<file path="config.mk">
export PLATFORM = sky130hd
export DESIGN_NAME = song_addr_sequencer
export DESIGN_NICKNAME = d
export VERILOG_FILES = /design/src/rtl/song_seq_pkg.sv /design/src/rtl/sample_tick_gen.sv /design/src/rtl/song_addr_sequencer.sv
export SDC_FILE = /design/constraint.sdc
export NUM_CORES = 1
export LEC_CHECK = 0
export CAP_MARGIN = 0
export CORE_ASPECT_RATIO = 1.4
export CORE_MARGIN = 8
export CORE_UTILIZATION = 41
export CTS_CLUSTER_DIAMETER = 150
export CTS_CLUSTER_SIZE = 10
export DETAILED_ROUTE_END_ITERATION = 7
export GPL_TIMING_DRIVEN = 1
export HOLD_SLACK_MARGIN = 0.15
export PLACE_DENSITY = 0.65
export SLEW_MARGIN = 20
export SYNTH_ARGS = -nofsm -noshare
export SYNTH_HDL_FRONTEND = slang
export SYNTH_SLANG_ARGS = --single-unit
</file>
<file path="constraint.sdc">
create_clock -name clk -period 4.9 [get_ports clk]
set_input_delay 0.98 -clock clk [delete_from_list [all_inputs] [get_ports clk]]
set_output_delay 0.98 -clock clk [all_outputs]
set_load 0.1 [all_outputs]
</file>
<file path="src/rtl/song_seq_pkg.sv">
// Shared types and default constants for the song address sequencer.
// The sequencer walks one memory slot per song, either recording or playing back.
package song_seq_pkg;

  typedef enum logic [1:0] {
    ST_IDLE   = 2'd0,
    ST_RECORD = 2'd1,
    ST_PLAY   = 2'd2,
    ST_DONE   = 2'd3
  } seq_state_e;

  localparam int DEF_ADDR_W     = 19;
  localparam int DEF_NUM_SLOTS  = 8;
  localparam int DEF_SLOT_DEPTH = 60000;
  localparam int DEF_SAMPLE_DIV = 2;
  localparam int DEF_DECIM      = 3;

  // Counter width that stays legal (>= 1 bit) for moduli of 1.
  function automatic int cnt_w(input int n);
    return (n > 1) ? $clog2(n) : 1;
  endfunction

endpackage

</file>
<file path="src/rtl/sample_tick_gen.sv">
// Divides codec sample_en pulses into ticks and tracks the tick phase,
// flagging the ticks on which the sequencer takes an advance decision.
module sample_tick_gen
  import song_seq_pkg::*;
#(
  parameter int SAMPLE_DIV = DEF_SAMPLE_DIV,
  parameter int DECIM      = DEF_DECIM
) (
  input  logic clk,
  input  logic reset,
  input  logic sample_en,
  input  logic clear,
  input  logic hold,
  output logic advance_now
);

  localparam int DIV_W = cnt_w(SAMPLE_DIV);
  localparam int PH_W  = cnt_w(DECIM);
  localparam logic [DIV_W-1:0] DIV_LAST = DIV_W'(SAMPLE_DIV - 1);
  localparam logic [PH_W-1:0]  PH_LAST  = PH_W'(DECIM - 1);

  logic [DIV_W-1:0] div_q, div_d;
  logic [PH_W-1:0]  ph_q, ph_d;
  logic             tick;

  // Pulses arriving while held are dropped rather than deferred.
  always_comb begin
    tick  = 1'b0;
    div_d = div_q;
    ph_d  = ph_q;
    if (clear) begin
      div_d = '0;
      ph_d  = '0;
    end else if (sample_en && !hold) begin
      if (div_q == DIV_LAST) begin
        tick  = 1'b1;
        div_d = '0;
        ph_d  = (ph_q == PH_LAST) ? '0 : ph_q + PH_W'(1);
      end else begin
        div_d = div_q + DIV_W'(1);
      end
    end
  end

  // Decision uses the phase before this tick increments it.
  assign advance_now = tick && (ph_q == '0) && !clear;

  always_ff @(posedge clk) begin
    if (reset) begin
      div_q <= '0;
      ph_q  <= '0;
    end else begin
      div_q <= div_d;
      ph_q  <= ph_d;
    end
  end

endmodule

</file>
<file path="src/rtl/song_addr_sequencer.sv">
// Song memory address sequencer: records into or plays back from one of
// NUM_SLOTS fixed-size slots, keeping a per-slot recorded length.
module song_addr_sequencer
  import song_seq_pkg::*;
#(
  parameter  int ADDR_W     = DEF_ADDR_W,
  parameter  int NUM_SLOTS  = DEF_NUM_SLOTS,
  parameter  int SLOT_DEPTH = DEF_SLOT_DEPTH,
  parameter  int SAMPLE_DIV = DEF_SAMPLE_DIV,
  parameter  int DECIM      = DEF_DECIM,
  localparam int SLOT_W     = cnt_w(NUM_SLOTS)
) (
  input  logic              clk,
  input  logic              reset,
  input  logic              sample_en,
  input  logic [SLOT_W-1:0] slot,
  input  logic              start,
  input  logic              pause,
  input  logic              record,
  input  logic              loop,
  output logic [ADDR_W-1:0] mem_address,
  output logic              addr_step,
  output logic              wrapped,
  output logic              song_done,
  output logic [ADDR_W-1:0] slot_len
);

  if (longint'(NUM_SLOTS) * longint'(SLOT_DEPTH) > (longint'(1) << ADDR_W)) begin : g_bad_size
    $error("song_addr_sequencer: NUM_SLOTS*SLOT_DEPTH exceeds the address space");
  end
  if (DECIM < 1 || SAMPLE_DIV < 1) begin : g_bad_div
    $error("song_addr_sequencer: DECIM and SAMPLE_DIV must be at least 1");
  end

  localparam logic [31:0]       NUM_SLOTS_U = 32'(NUM_SLOTS);
  localparam logic [ADDR_W-1:0] DEPTH_A     = ADDR_W'(SLOT_DEPTH);
  localparam logic [ADDR_W-1:0] LAST_OFF    = ADDR_W'(SLOT_DEPTH - 1);

  seq_state_e        state_q, state_d;
  logic [ADDR_W-1:0] addr_q, addr_d;
  logic [ADDR_W-1:0] off_q, off_d;
  logic [SLOT_W-1:0] slot_q, slot_d;
  logic              loop_q, loop_d;
  logic              step_q, step_d;
  logic              wrap_q, wrap_d;
  logic [ADDR_W-1:0] len_q [NUM_SLOTS];

  logic              len_we;
  logic [SLOT_W-1:0] len_idx;
  logic [ADDR_W-1:0] len_wdata;
  logic              start_ok;
  logic              running;
  logic              advance_now;
  logic [ADDR_W-1:0] cur_len;

  assign start_ok = start && (32'(slot) < NUM_SLOTS_U);
  assign running  = (state_q == ST_RECORD) || (state_q == ST_PLAY);
  assign cur_len  = len_q[slot_q];

  sample_tick_gen #(
    .SAMPLE_DIV (SAMPLE_DIV),
    .DECIM      (DECIM)
  ) u_tick (
    .clk         (clk),
    .reset       (reset),
    .sample_en   (sample_en),
    .clear       (start_ok),
    .hold        (pause || !running),
    .advance_now (advance_now)
  );

  // A valid start overrides any advance decision landing in the same cycle.
  always_comb begin
    state_d   = state_q;
    addr_d    = addr_q;
    off_d     = off_q;
    slot_d    = slot_q;
    loop_d    = loop_q;
    step_d    = 1'b0;
    wrap_d    = 1'b0;
    len_we    = 1'b0;
    len_idx   = slot_q;
    len_wdata = '0;
    if (start_ok) begin
      slot_d  = slot;
      loop_d  = loop;
      addr_d  = ADDR_W'(slot) * DEPTH_A;
      off_d   = '0;
      state_d = record ? ST_RECORD : ST_PLAY;
      if (record) begin
        len_we  = 1'b1;
        len_idx = slot;
      end
    end else if (advance_now) begin
      case (state_q)
        ST_RECORD: begin
          if (off_q < LAST_OFF) begin
            addr_d    = addr_q + ADDR_W'(1);
            off_d     = off_q + ADDR_W'(1);
            step_d    = 1'b1;
            len_we    = 1'b1;
            len_wdata = off_q + ADDR_W'(1);
          end else begin
            state_d = ST_DONE;
          end
        end
        ST_PLAY: begin
          if (off_q < cur_len) begin
            addr_d = addr_q + ADDR_W'(1);
            off_d  = off_q + ADDR_W'(1);
            step_d = 1'b1;
          end else if (loop_q && (cur_len != '0)) begin
            addr_d = addr_q - off_q;
            off_d  = '0;
            step_d = 1'b1;
            wrap_d = 1'b1;
          end else begin
            state_d = ST_DONE;
          end
        end
        default: ;
      endcase
    end
  end

  always_ff @(posedge clk) begin
    if (reset) begin
      state_q <= ST_IDLE;
      addr_q  <= '0;
      off_q   <= '0;
      slot_q  <= '0;
      loop_q  <= 1'b0;
      step_q  <= 1'b0;
      wrap_q  <= 1'b0;
      for (int i = 0; i < NUM_SLOTS; i++) len_q[i] <= '0;
    end else begin
      state_q <= state_d;
      addr_q  <= addr_d;
      off_q   <= off_d;
      slot_q  <= slot_d;
      loop_q  <= loop_d;
      step_q  <= step_d;
      wrap_q  <= wrap_d;
      if (len_we) len_q[len_idx] <= len_wdata;
    end
  end

  assign mem_address = addr_q;
  assign addr_step   = step_q;
  assign wrapped     = wrap_q;
  assign song_done   = (state_q == ST_IDLE) || (state_q == ST_DONE);
  assign slot_len    = cur_len;

endmodule

</file>
---- After elaboration in Yosys (flattened, before gate mapping) ----
Memory sizes are Yosys's and may differ from the RTL's. A register that Yosys moved wholly into a read port is not among the register bits.
Cells that the tools add are included.
cells by class
  $add $sub $neg .......................... 5
  multipliers ............................. 1
  $lt $le $gt $ge ......................... 2
  eq/ne operators ......................... 11
  mux-type cells .......................... 46
  bitwise operators ....................... 2
  reductions and logical operators ........ 24
operator list
  kind                                                    count
  2-to-1 mux 19 bit                                       13
  one-hot mux 19 bit (2 select lines)                     2
  adder 19 x 1 -> 19 bit (second input constant)          2
  < comparator 19 x 16 -> 1 bit (second input constant)   1
  < comparator 19 bit                                     1
  nonzero test 19 bit                                     1
  OR reduction 19 bit                                     1
  subtractor 19 bit                                       1
  2-to-1 mux 1 bit                                        17
  2-to-1 mux 3 bit                                        5
  multiplier 3 x 11 -> 14 bit (second input constant)     1
  2-to-1 mux 2 bit                                        7
  inequality test 3 bit (second input constant)           3
  AND reduction 4 bit                                     2
  equality test 2 bit (second input constant)             3
  AND reduction 5 bit                                     1
  OR reduction 5 bit                                      1
  logical AND 1 bit                                       4
  zero test 2 bit                                         2
  inequality test 4 x 2 -> 1 bit (second input constant)  1
  one-hot mux 2 bit (2 select lines)                      1
  nonzero test 2 bit                                      2
  zero test 1 bit                                         3
  logical OR 1 bit                                        3
  12 further kinds                                        13
storage, ports and cells
  register bits ........................... 49
  RAM bits ................................ 152
  input bits .............................. 10
  output and inout bits ................... 41
  logic and storage cells ................. 102
  memories kept ........................... 1
memory list
  name   words  width  read ports  clocked after Yosys merged registers in  wr ports  line                       RTL
  len_q  8      19     1           1                                        8         song_addr_sequencer.sv:46  logic [ADDR_W-1:0] len_q [NUM_SLOTS];

---- Longest topological paths before layout ----
Gate-level depths: netlist of run 1.
  depth after elaboration ................. 17
  mapped depth ............................ 16
  gate-level depth less buffers ........... 13

---- By module ----
A second synthesis of run 1 with hierarchy kept.
second synthesis, totals
  cells, all modules ...................... 1,072
  area, all modules ....................... 11,547.3 µm²
modules (own cells, without submodules)
  module               instances  cells each  area an instance (µm²)  seq. area each (µm²)
  song_addr_sequencer  1          1,058       11,400.9                5,545.3
  sample_tick_gen      1          14          146.4                   60.1

---- Worst setup path before layout of run 1 ----
No wires, ideal clock.
  path kind ............................... flip-flop to flip-flop
  from .................................... register state_q[0]
  to ...................................... memory len_q[5][0] (netlist bit) (enable)
  library setup time ...................... 376 ps
  arrival time ............................ 3,373 ps
  required time ........................... 4,524 ps
  setup slack ............................. 1,152 ps
  stages on the path, launching flop included .. 12
  path buffers ............................ 1
  clock period less this slack ............ 3,748 ps
  path through ............................ dfxtp_1 inv_1 ha_1 nor3b_1 nand2_1 nor3_1 nand2_1 nor2_2 a22o_1 nand2_1 clkbuf_1 nand2_1
RTL lines
  item                    line                        RTL
  start, declared         song_addr_sequencer.sv:39   seq_state_e state_q, state_d;
  start signal, assigned  song_addr_sequencer.sv:137  state_q <= state_d;
  end, declared           song_addr_sequencer.sv:46

==> results of run 1 <==
==> sequential cells by signal (all words and copies together) (netlist names), named ones only <==
name          count
slot_q            3
loop_q            1
off_q            19
u_tick.ph_q       2
wrapped           1
mem_address      19
state_q           2
len_q           152
u_tick.div_q      1
addr_step         1
==> worst max-delay path by stage <==
stage | slack, ns | endpoint | from
floorplan | 1.15 | len_q[5][0]$_SDFFCE_PN0P_ | state_q[0]$_SDFFE_PP0P_
global placement | 0.46 | off_q[16]$_SDFFE_PP0P_ | flop
detailed placement | 0.37 | off_q[16]$_SDFFE_PP0P_ | flop
CTS | 0.12 | slot_len[10] | flop
global route | 0.02 | slot_len[10] | flop
finish | 0.18 | slot_len[1] | flop
==> stage by stage <==
step | std cells | power (mW) | hold WS [ns] | instance area [sq um]
after floorplan | 1079 | 2.53 | 0.483 | 11500
after global placement | 1486 | 2.72 | 0.506 | 12500
after detailed placement | 1486 | 2.73 | 0.507 | 12500
after CTS | 1528 | 4.33 | 0.524 | 13200
after global routing | 1528 | 4.43 | 0.546 | 13200
final | 1528 | 4.30 | 0.523 | 13200
==> final cells by class <==
class                      count  area (sq um)
clock buffer                  40           661
clock inverter                 2          25.0
fill                        2501         14300
inverter                      56           210
multi-input combinational    771          5440
sequential                   204          5610
tap                          370           463
timing repair buffer          85           753
==> routing by layer <==
layer | vias up | share of wire
met1 | 4311 | 0.37
met5 | - | 0
li1 | 4050 | -
met2 | 281 | 0.53
met3 | 89 | 0.051
met4 | 0 | 0.052
==> power by group <==
part           total, mW  internal (mW)  switching [mW]  leakage [nW]
logic              0.717          0.229           0.488          2.31
registers           1.98           1.92          0.0539          1.97
clock network       1.60          0.914           0.688         0.326
==> critical path, delay by kind of cell (launching register included) <==
family | cells | cell delay, ns
buffers and inverters | 3 | 1.44
DFF | 1 | 0.80
muxes | 2 | 0.96
==> cell usage after synthesis, types with 3 or more instances <==
| cell | number | area share |
|---|---|---|
| buf_1 | 3 | 0.00099 |
| a22oi_1 | 3 | 0.0020 |
| nand4_1 | 15 | 0.0082 |
| nand2b_1 | 3 | 0.0016 |
| or4b_1 | 4 | 0.0035 |
| nor4_1 | 9 | 0.0049 |
| or2_2 | 4 | 0.0022 |
| and3_1 | 10 | 0.0055 |
| or4_1 | 6 | 0.0040 |
| nand3b_1 | 3 | 0.0020 |
| fa_1 | 3 | 0.0053 |
| nand2_1 | 98 | 0.032 |
| mux4_2 | 38 | 0.075 |
| ha_1 | 50 | 0.055 |
| a311oi_2 | 12 | 0.016 |
| o22ai_1 | 7 | 0.0038 |
| o21ai_0 | 24 | 0.011 |
| clkbuf_1 | 29 | 0.0095 |
| a32o_1 | 3 | 0.0026 |
| and2_1 | 7 | 0.0038 |
| inv_1 | 54 | 0.018 |
| or3_1 | 9 | 0.0049 |
| a311oi_1 | 8 | 0.0061 |
| a21oi_1 | 44 | 0.019 |
| o221ai_1 | 3 | 0.0023 |
| buf_6 | 6 | 0.0059 |
| o21ai_1 | 6 | 0.0026 |
| xnor2_1 | 39 | 0.030 |
| a21o_1 | 12 | 0.0079 |
| xor2_1 | 12 | 0.0092 |
| nor2_1 | 183 | 0.060 |
| a31oi_1 | 13 | 0.0071 |
| o211ai_1 | 6 | 0.0040 |
| edfxtp_1 | 152 | 0.40 |
| o2111ai_1 | 4 | 0.0031 |
| nor2b_1 | 6 | 0.0033 |
| nand3_1 | 23 | 0.010 |
| nor3_1 | 15 | 0.0066 |
| a211oi_1 | 8 | 0.0053 |
| dfxtp_1 | 52 | 0.091 |
| buf_2 | 10 | 0.0044 |
| mux2i_1 | 16 | 0.014 |
==> cells in the final DEF, fill, tap and decap left out, types with 8 or more instances in the layout <==
master           instances
o21ai_0                 24
inv_1                   54
ha_1                    50
clkbuf_16               24
and3_1                  10
nor2_1                 183
a311oi_2                12
xor2_1                  12
or3_1                    9
nand2_1                 98
nand4_1                 15
a21oi_1                 44
a21o_1                  12
nor4_1                   9
a211oi_1                 8
mux2i_1                 16
buf_4                   43
a311oi_1                 8
nor3_1                  15
dfxtp_1                 50
a31oi_1                 12
edfxtp_1               152
nand3_1                 23
clkbuf_1                16
xnor2_1                 39
clkdlybuf4s50_1         41
conb_1                  24
mux4_2                  38
==> logic make-up after synthesis <==
kind of cell,Yosys count,share of synthesized area
AOI/OAI and AO/OA,186,0.121
xor gates and xnor gates,51,0.0392
adders and majority gates,53,0.0601
buffers and inverters,104,0.0393
DFF,204,0.492
muxes,54,0.0891
other,1,0.000329
and+or+nand+nor,403,0.159
==> flow_summary.json, run 1 <==
{
  "yosysWarnings": 0,
  "grt_util_all_layers": 0.192,
  "finalWirelength_microns": 32000,
  "ys_types": 77,
  "antenna_found_initial": 0,
  "maxCapViolCount": 0,
  "die_area_sq_um": 33500,
  "hold_end": "u_tick.div_q$_SDFFE_PP0N_",
  "crit_arrival_ns": 3.74,
  "critPathMaxStageDelay_ns": 0.99,
  "holdBufCountCts": 0,
  "clk_latency_ns": 0.53,
  "netlist_instances": 1056,
  "p_per_area_nw_per_um2": 327,
  "finalSetupViolCount": 0,
  "nets": 1205,
  "dp_hpwl_microns": 23800,
  "synth_enable_flop_cells": 152,
  "final_max_slew_viol_count": 0,
  "use_met1": 0.208,
  "use_met2": 0.358,
  "htreeDepth": 1,
  "tightest_slew_ns": 1.01,
  "grt_util_met3": 0.0215,
  "cts_tree": "done",
  "drcViolationCount": 0,
  "cts_setup_buffers": 0,
  "place.gp.congestion": 0.898,
  "hold_path.class": "reg2reg",
  "utilization": 0.479,
  "antenna_cells": 0,
  "io_buffers": 50,
  "dpl_worst_slack_ns": 0.375,
  "cellLeakagePower_nw": 4.60,
  "netlist_area_sq_um": 11400,
  "post-route-period-util": 0.962,
  "relSlewSlack": 0.327,
  "vdd_ir_drop_max_mv": 0.248,
  "path_clk_slew_ns": 0.06,
  "hp-start": "u_tick.div_q$_SDFFE_PP0N_",
  "fin_skew_ns": 0.0206,
  "setup_slack_ns": 0.185,
  "fin_crit_ns": 4.72,
  "chipHeight_microns": 213,
  "first_pass_iters": 5,
  "route.vias.total": 8731,
  "top_usage_layer": "met2",
  "avgViaCountPerCell": 5.71,
  "grt_pass1_wl_microns": 49300,
  "startpoint_type": "flop",
  "synth-async-reset-ratio": 0,
  "overflow": 0,
  "setup-tns-final_ns": 0,
  "initial_utilization": 0.415,
  "cts-resized-gates": 0,
  "ff2ff_path_depth": 13,
  "die_w_microns": 157,
  "synth.avg_cell_area_sq_um": 10.8,
  "cp_max_fo": 21,
  "drive_gt1_frac": 0.123,
  "cp-end-kind": "output pin",
  "holdPathStages": 2,
  "cp.required_ns": 3.92,
  "area_growth_pct": 15.4,
  "rsz0062_at_grt": "no",
  "yosysSeqAreaShare": 0.492,
  "cts.sinks": 204,
  "grt_pass1_vias": 8873,
  "fmax_ghz": 0.212,
  "clk_path_buf_depth": 3,
  "avgRoutedWirePerCell_microns": 20.9,
  "path_class": "reg2out",
  "num_rows": 72,
  "numCtsBuffers": 24,
  "io_pins": 51,
  "core_sq_um": 27500,
  "hold_viol": 0,
  "cts_root_buf": "clkbuf_16",
  "cpMaxStageDelayCell": "clkdlybuf4s50_1",
  "final_antenna_net_count": 0,
  "synth_top_flop_cell": "edfxtp_1",
  "rrSetupSlack_ns": 0.37,
  "timing.rr.end": "off_q[16]$_SDFFE_PP0P_",
  "grt_max_degree": 32,
  "worstPathCellList": "buf_4 -> mux4_2 -> mux2i_1 -> inv_1 -> clkdlybuf4s50_1",
  "initialDrtViolationCount": 483,
  "synth_seq_cells": 204,
  "status": "finished clean"
}
Note: power is estimated with default switching activity, not from simulation.
==> run 2: changes to the inputs <==
CORE_UTILIZATION = 45   (was 41)
PLACE_DENSITY = 0.69   (was 0.65)
==> run 2 against run 1 <==
Against the previous run:
- flip-flop and latch count unchanged
- non-clock buffer count decreased by 2
- worst hold slack improved by 0.030 ns
- highest routed layer unchanged
==> flow_summary.json, run 2 (synthesized netlist as in run 1, its figures left out) <==
{
  "p_comb_frac": 0.168,
  "largest_reg_flops": 152,
  "place.gp.congestion": 0.928,
  "io_buffers": 50,
  "startpoint_type": "flop",
  "rsz0062_at_grt": "no",
  "antenna_cells": 0,
  "hold_path.class": "reg2reg",
  "grt_util_all_layers": 0.200,
  "cts-resized-gates": 0,
  "tightest_slew_ns": 0.997,
  "netSwitchingFraction": 0.280,
  "final_antenna_net_count": 0,
  "avgViaCountPerCell": 5.91,
  "fin_skew_ns": 0.0144,
  "setup-tns-final_ns": 0,
  "cts_root_buf": "clkbuf_16",
  "fin_crit_ns": 4.36,
  "finalSetupViolCount": 0,
  "chipHeight_microns": 204,
  "cts.sinks": 204,
  "initialDrtViolationCount": 844,
  "use_met2": 0.355,
  "num_rows": 69,
  "cp_max_fo": 29,
  "io_pins": 51,
  "cp-end-kind": "output pin",
  "setup_slack_ns": 0.544,
  "crit_arrival_ns": 3.38,
  "path_clk_slew_ns": 0.06,
  "dpl_worst_slack_ns": 0.762,
  "hold_viol": 0,
  "final_max_slew_viol_count": 0,
  "antenna_found_initial": 0,
  "rrSetupSlack_ns": 0.72,
  "dp_hpwl_microns": 22500,
  "cts_tree": "done",
  "grt_pass1_wl_microns": 48200,
  "area_growth_pct": 15.0,
  "drive_gt1_frac": 0.119,
  "p_sw_mw": 1.21,
  "clk_latency_ns": 0.52,
  "cts_setup_buffers": 0,
  "layout_commonest_cell": "nor2_1",
  "initial_utilization": 0.454,
  "cellLeakagePower_nw": 4.60,
  "maxCapViolCount": 0,
  "die_area_sq_um": 30800,
  "finalWirelength_microns": 30600,
  "use_met1": 0.229,
  "drcViolationCount": 0,
  "p_per_area_nw_per_um2": 328,
  "core_sq_um": 25100,
  "top_usage_layer": "met2",
  "route.vias.total": 8716,
  "numCtsBuffers": 24,
  "post-route-period-util": 0.889,
  "grt_util_met3": 0.0261,
  "holdBufCountCts": 0,
  "status": "finished clean",
  "power_frac_seq": 0.456,
  "nets": 1203,
  "avgRoutedWirePerCell_microns": 20.8,
  "top_register": "len_q",
  "layout_common_cells": "nor2_1, edfxtp_1, nand2_1, inv_1",
  "clkPwrFrac": 0.376,
  "htreeDepth": 1,
  "overflow": 0,
  "relSlewSlack": 0.333,
  "first_pass_iters": 5,
  "grt_pass1_vias": 8829,
  "grt_max_degree": 38,
  "p_int_mw": 3.10,
  "vdd_ir_drop_max_mv": 0.319,
  "die_w_microns": 151,
  "path_class": "reg2out",
  "clk_path_buf_depth": 3,
  "cp.required_ns": 3.92,
  "fmax_ghz": 0.230
}
[run 2: path summary, 6_finish.rpt]
| kind | startpoint | endpoint | cells after the start |
|---|---|---|---|
| worst max-delay path | flop | slot_len[1] | 5 |
| worst min-delay path | u_tick.div_q$_SDFFE_PP0N_ | u_tick.div_q$_SDFFE_PP0N_ | 2 |
| worst max register to register | flop | mem_address[14]$_SDFFE_PP0P_ | 12 |
| worst min register to register | u_tick.div_q$_SDFFE_PP0N_ | u_tick.div_q$_SDFFE_PP0N_ | 2 |
[run 2: per-layer routing]
metal / routed length (microns) / share of wire
met5: 0 / 0
met4: 1670 / 0.054
met3: 1660 / 0.054
met2: 15900 / 0.52
met1: 11400 / 0.37
[run 2: per-stage QoR]
step / util / cell area (sq um) / cells / hold slack [ns] / total power, mW
2_1_floorplan: - / 11500 / 1079 / 0.483 / 2.53
3_3_place_gp: 0.494 / 12400 / 1433 / 0.504 / 2.72
3_5_place_dp: 0.494 / 12400 / 1433 / 0.506 / 2.72
4_1_cts: 0.522 / 13100 / 1475 / 0.553 / 4.33
5_1_grt: 0.522 / 13100 / 1475 / 0.579 / 4.44
6_report: 0.522 / 13100 / 1475 / 0.554 / 4.30
[run 2: area by class of cell]
type,instances,area [sq um]
clock inverter,1,8.76
tap,319,399
timing repair buffer,83,761
sequential,204,5610
multi-input combinational,771,5440
fill,2233,12000
inverter,56,210
clock buffer,41,686
[run 2: critical path: stages (launching register included)]
cell	delay [ns]
dfxtp_2	0.50
buf_12	0.29
mux4_2	0.60
mux2i_1	0.31
inv_1	0.15
clkdlybuf4s50_1	1.00
[run 2: power groups by stage]
| stage | Sequential (mW) | Clock [mW] | Combinational (mW) |
|---|---|---|---|
| 3_5_place_dp | 2.00 | 0 | 0.722 |
| 4_1_cts | 1.97 | 1.64 | 0.725 |
| 6_report | 1.97 | 1.62 | 0.723 |
| 3_3_place_gp | 2.00 | 0 | 0.718 |
| 5_1_grt | 1.97 | 1.70 | 0.770 |
| 2_1_floorplan | 2.04 | 0 | 0.487 |
